==> src/rtl/fetch_unit.sv <==
`default_nettype none
// ============================================================================
// Module      : fetch_unit
// Description : Instruction-fetch stage owning the PC; req/ready fetch,
//               hold-until-ack, sticky halt on the halt opcode.
// Revision    : 1.0 - initial release
// ============================================================================
module fetch_unit #(
    parameter logic [15:0] RESET_PC    = 16'h0000,
    parameter logic [3:0]  HALT_OPCODE = 4'hF
) (
    input  logic        clk,
    input  logic        rst_n,
    output logic [15:0] pc_out,
    input  logic [15:0] next_pc,
    output logic        imem_req,
    output logic [15:0] imem_addr,
    input  logic        imem_ready,
    input  logic [15:0] imem_rdata,
    input  logic        stall,
    output logic [15:0] instr,
    output logic        instr_valid,
    input  logic        instr_ack,
    output logic        halted,
    output logic [15:0] retired
);

    typedef enum logic [1:0] {
        S_FETCH = 2'd0,
        S_HOLD  = 2'd1,
        S_HALT  = 2'd2
    } state_t;

    localparam logic [15:0] c_align_mask = 16'hFFFE;

    state_t      r_state;
    state_t      w_state_nxt;
    logic        r_req_pending;
    logic [15:0] r_pc;
    logic [15:0] r_instr;
    logic [15:0] r_retired;
    logic        w_req;
    logic        w_capture;
    logic        w_accept;
    logic        w_is_halt;

    assign w_is_halt = (r_instr[15:12] == HALT_OPCODE);

    always_comb begin
        w_state_nxt = r_state;
        w_req       = 1'b0;
        w_capture   = 1'b0;
        w_accept    = 1'b0;
        case (r_state)
            S_FETCH: begin
                // An issued request is never withdrawn, even if stall rises.
                w_req = r_req_pending | ~stall;
                if (w_req && imem_ready) begin
                    w_capture   = 1'b1;
                    w_state_nxt = S_HOLD;
                end
            end
            S_HOLD: begin
                w_accept = instr_ack & ~stall;
                if (w_accept) begin
                    w_state_nxt = w_is_halt ? S_HALT : S_FETCH;
                end
            end
            S_HALT: begin
                w_state_nxt = S_HALT;
            end
            default: begin
                w_state_nxt = S_FETCH;
            end
        endcase
    end

    always_ff @(posedge clk or negedge rst_n) begin
        if (!rst_n) begin
            r_state       <= S_FETCH;
            r_req_pending <= 1'b0;
            r_pc          <= RESET_PC;
            r_instr       <= 16'h0000;
            r_retired     <= 16'h0000;
        end else begin
            r_state       <= w_state_nxt;
            r_req_pending <= w_req & ~imem_ready;
            if (w_capture) begin
                r_instr <= imem_rdata;
            end
            if (w_accept) begin
                r_retired <= r_retired + 16'd1;
                // The halt instruction leaves the PC at its own address.
                if (!w_is_halt) begin
                    r_pc <= next_pc & c_align_mask;
                end
            end
        end
    end

    // Gating with rst_n drops the request immediately when reset asserts.
    assign imem_req    = w_req & rst_n;
    assign pc_out      = r_pc;
    assign imem_addr   = r_pc;
    assign instr       = r_instr;
    assign instr_valid = (r_state == S_HOLD);
    assign halted      = (r_state == S_HALT);
    assign retired     = r_retired;

endmodule
`default_nettype wire

==> config.mk <==
export PLATFORM = sky130hd
export DESIGN_NAME = fetch_unit
export DESIGN_NICKNAME = d
export VERILOG_FILES = /design/src/rtl/fetch_unit.sv
export SDC_FILE = /design/constraint.sdc
export NUM_CORES = 1
export LEC_CHECK = 0
export CORE_ASPECT_RATIO = 1.2
export CORE_UTILIZATION = 44
export CTS_CLUSTER_DIAMETER = 40
export DETAILED_ROUTE_END_ITERATION = 8
export GPL_ROUTABILITY_DRIVEN = 0
export GPL_TIMING_DRIVEN = 0
export PLACE_DENSITY = 0.81
export SLEW_MARGIN = 25
export SYNTH_ARGS = -nofsm -noshare
export SYNTH_HDL_FRONTEND = slang
export SYNTH_SLANG_ARGS = --single-unit
==> constraint.sdc <==
create_clock -name clk -period 3.4 [get_ports clk]
set_input_delay 0.68 -clock clk [delete_from_list [all_inputs] [get_ports clk]]
set_output_delay 0.68 -clock clk [all_outputs]
set_load 0.02 [all_outputs]
==> impl_results.md <==
- Global-route wire length before repair: 7.182 mm
- RSZ-0062 raised after global routing: false
- Worst-path clk slew: 90 ps
- CTS sink cnt: 50
- DR pass1 iterations: 4
- Share of the synthesized area in the top cell type: 56.75%
- Slew headroom: 58.72%
- Max Clk Rate: 344.9 MHz
- Post-synthesis sequential area ratio: 56.75%
- Vias: 1559
- Async SR Flop Fraction: 100.0%
- Num CTS Buffers: 5
- Worst-path maximum fanout: 3
- Slew Limit Fails: 0
- Die X: 66.62 um
- Status: completed
- Vias in the first global route: 1558
- Setup violators final: 0
- Layout Skew: 3.201 ps
- Ant diodes: 0
- Post-DP HPWL: 3.285 mm
- CTS tree: built
- Worst-path cell chain: clkdlybuf4s50_1, a211oi_1, and2_1, clkdlybuf4s50_1
- Final Critical Period: 2900 ps
- Post-DR wirelength/cell: 13.74 um
- MaxCap Viol Count: 0
- Yosys warnings: 0
- Total Routed Length: 4.466 mm
- Die area: 5299 um2
- Tcrit/Tclk final: 85.28%
- Most used DFF post-synth: dfrtp_1
- CP required: 2720 ps
- CP Class: input pin to primary output
- EDFF count, synth: 0
- Count leader, synth: dfrtp_1
- # DRC: 0
- Worst hold path type: input pin to asynchronous set/reset pin
- Antenna Nets Post-Route: 0
- Port bufs: 100
- # resized after CTS: 0
- CP dominant cell by count: clkdlybuf4s50_1
- Final Hold Fails: 0
- Synthesis-stage register bit count: 50
- Pin count of the biggest net entering global routing: 52
- Top post-synthesis cells by count: 50 x dfrtp_1, 22 x mux2_2, 17 x buf_4
- Worst R2R Path Depth: 5
- Pwr Total: 2.932 mW
- Clk_lat worst skew: 300 ps
- Area contributors post-synth: dfrtp_1 57%, mux2_2 11%, mux2_4 6.8%
- Worst EP arrival: 2220 ps
- R2R Path End: instr[12]
- Filler instances: 368
- Max incr delay on CP: 610 ps
- Reg2Reg Setup Slack: 1710 ps
- Post-synth top area cell: dfrtp_1
- Share of layout cells above drive strength 1: 23.97%
- Post-cts hold buffer count: 0
- CTS H-Tree Depth: 2
- Post-CTS setup buffers: 0
- Tot GR Track Use: 18.08%
- Syn_area_per_cell: 13.95 um2
- Via/cell ratio: 4.797
- Setup tns final: 0 ps
- Worst Tran Pin Value: 619.2 ps
- Clk root buf: clkbuf_8
- Nets: 304
- Distinct cell type count after synthesis: 28
- Core area: 4696 um2
- GRT overflow: 0
- Max Root-Sink Buffers: 2
- Mapped Cells: 158
- Critical path startpoint category: input pin
- Area of the mapped netlist: 2205 um2
- Max VDD drop: 505.3 uV
- Initial DRC count: 29
- Reg-to-reg startpoint: r_state[0]
- Antenna violations before repair: 0
- # rows: 27
- Area grow syn2layout: 52.89%
- Leak: 1.493 nW
- Die height: 79.54 um
- Slowest stage cell on the critical path: clkdlybuf4s50_1
- Initial Util: 46.95%
- Crit. End Element: primary output
- # IOs: 104
- Power density cells: 869.7 nW/um2
-- where the power goes --
group	total, mW	internal, mW	switching (mW)
Sequential	0.993	0.818	0.176
Clock	0.350	0.164	0.185
Combinational	1.59	0.911	0.678
-- per-layer routing --
layer	vias to the layer above	routed length, um	track usage [%]
met5	-	0	0
met4	0	75	7.021
met3	7	445	7.714
met2	69	2188	29.19
met1	748	1756	20.91
li1	735	-	-
-- flip-flops by register name, indices dropped and copies added, names as in the netlist --
name / cells
r_state: 2
r_req_pending: 1
retired: 16
instr: 16
imem_addr: 15
-- worst max-delay path by stage --
stage / start / endpoint / slack [ps] / cells past startpoint
after floorplan: stall / imem_req / 1550 / 2
after global placement: rst_n / imem_req / -990 / 3
after detailed placement: stall / imem_req / 500 / 4
after CTS: stall / imem_req / 490 / 4
after global routing: stall / imem_req / 390 / 4
final: stall / imem_req / 500 / 4
-- logic make-up (layout without fill, tap and decap cells) --
group	after synthesis	count (layout)	share of synthesized area, %
flops	50	50	56.75
mux	32	32	18.05
simple gates	31	31	8.853
buf+inv	25	133	8.683
xor+xnor	15	15	5.959
compound gates	3	3	0.9652
fa+ha+maj	1	1	0.5674
other cells	1	2	0.1701
-- placed cells by master (no fill, tap or decap), types with 2 or more instances in the layout --
cell type,count
mux2_2,22
nor2b_1,2
nand4_1,7
and3_1,5
nand3_1,3
xnor2_1,12
and2_1,2
dfrtp_1,50
mux2_4,10
clkbuf_8,6
xor2_1,3
nand2_1,4
buf_4,18
clkdlybuf4s50_1,99
buf_6,3
conb_1,2
inv_1,4
-- stage by stage --
stage	instances	hold WS [ps]	instance area (um2)	utilization (%)	setup slack [ps]
2_1_floorplan	159	384.4	2208	-	1546
3_3_place_gp	317	463.3	3282	69.89	-987.8
3_5_place_dp	317	486.5	3279	69.84	495.0
4_1_cts	325	411.1	3371	71.78	485.7
5_1_grt	325	448.3	3371	71.78	391.7
6_report	325	383.2	3371	71.78	500.4
-- critical path, delay by kind of cell --
family,cells,cell delay (ps)
AND/OR/NAND/NOR,1,180
AO/OA/AOI/OAI,1,320
buffers and inverters,2,1040
-- layout make-up --
type	count	area, um2	area share (%)
sequential	50	1251	37.12
timing repair buffer	100	998.5	29.62
multi-input combinational	84	765.7	22.72
buffer	21	176.4	5.234
clock buffer	7	86.33	2.561
tap	58	72.57	2.153
inverter	4	15.01	0.4454
clock inverter	1	5.005	0.1485
(Power assumes the default switching activity.)
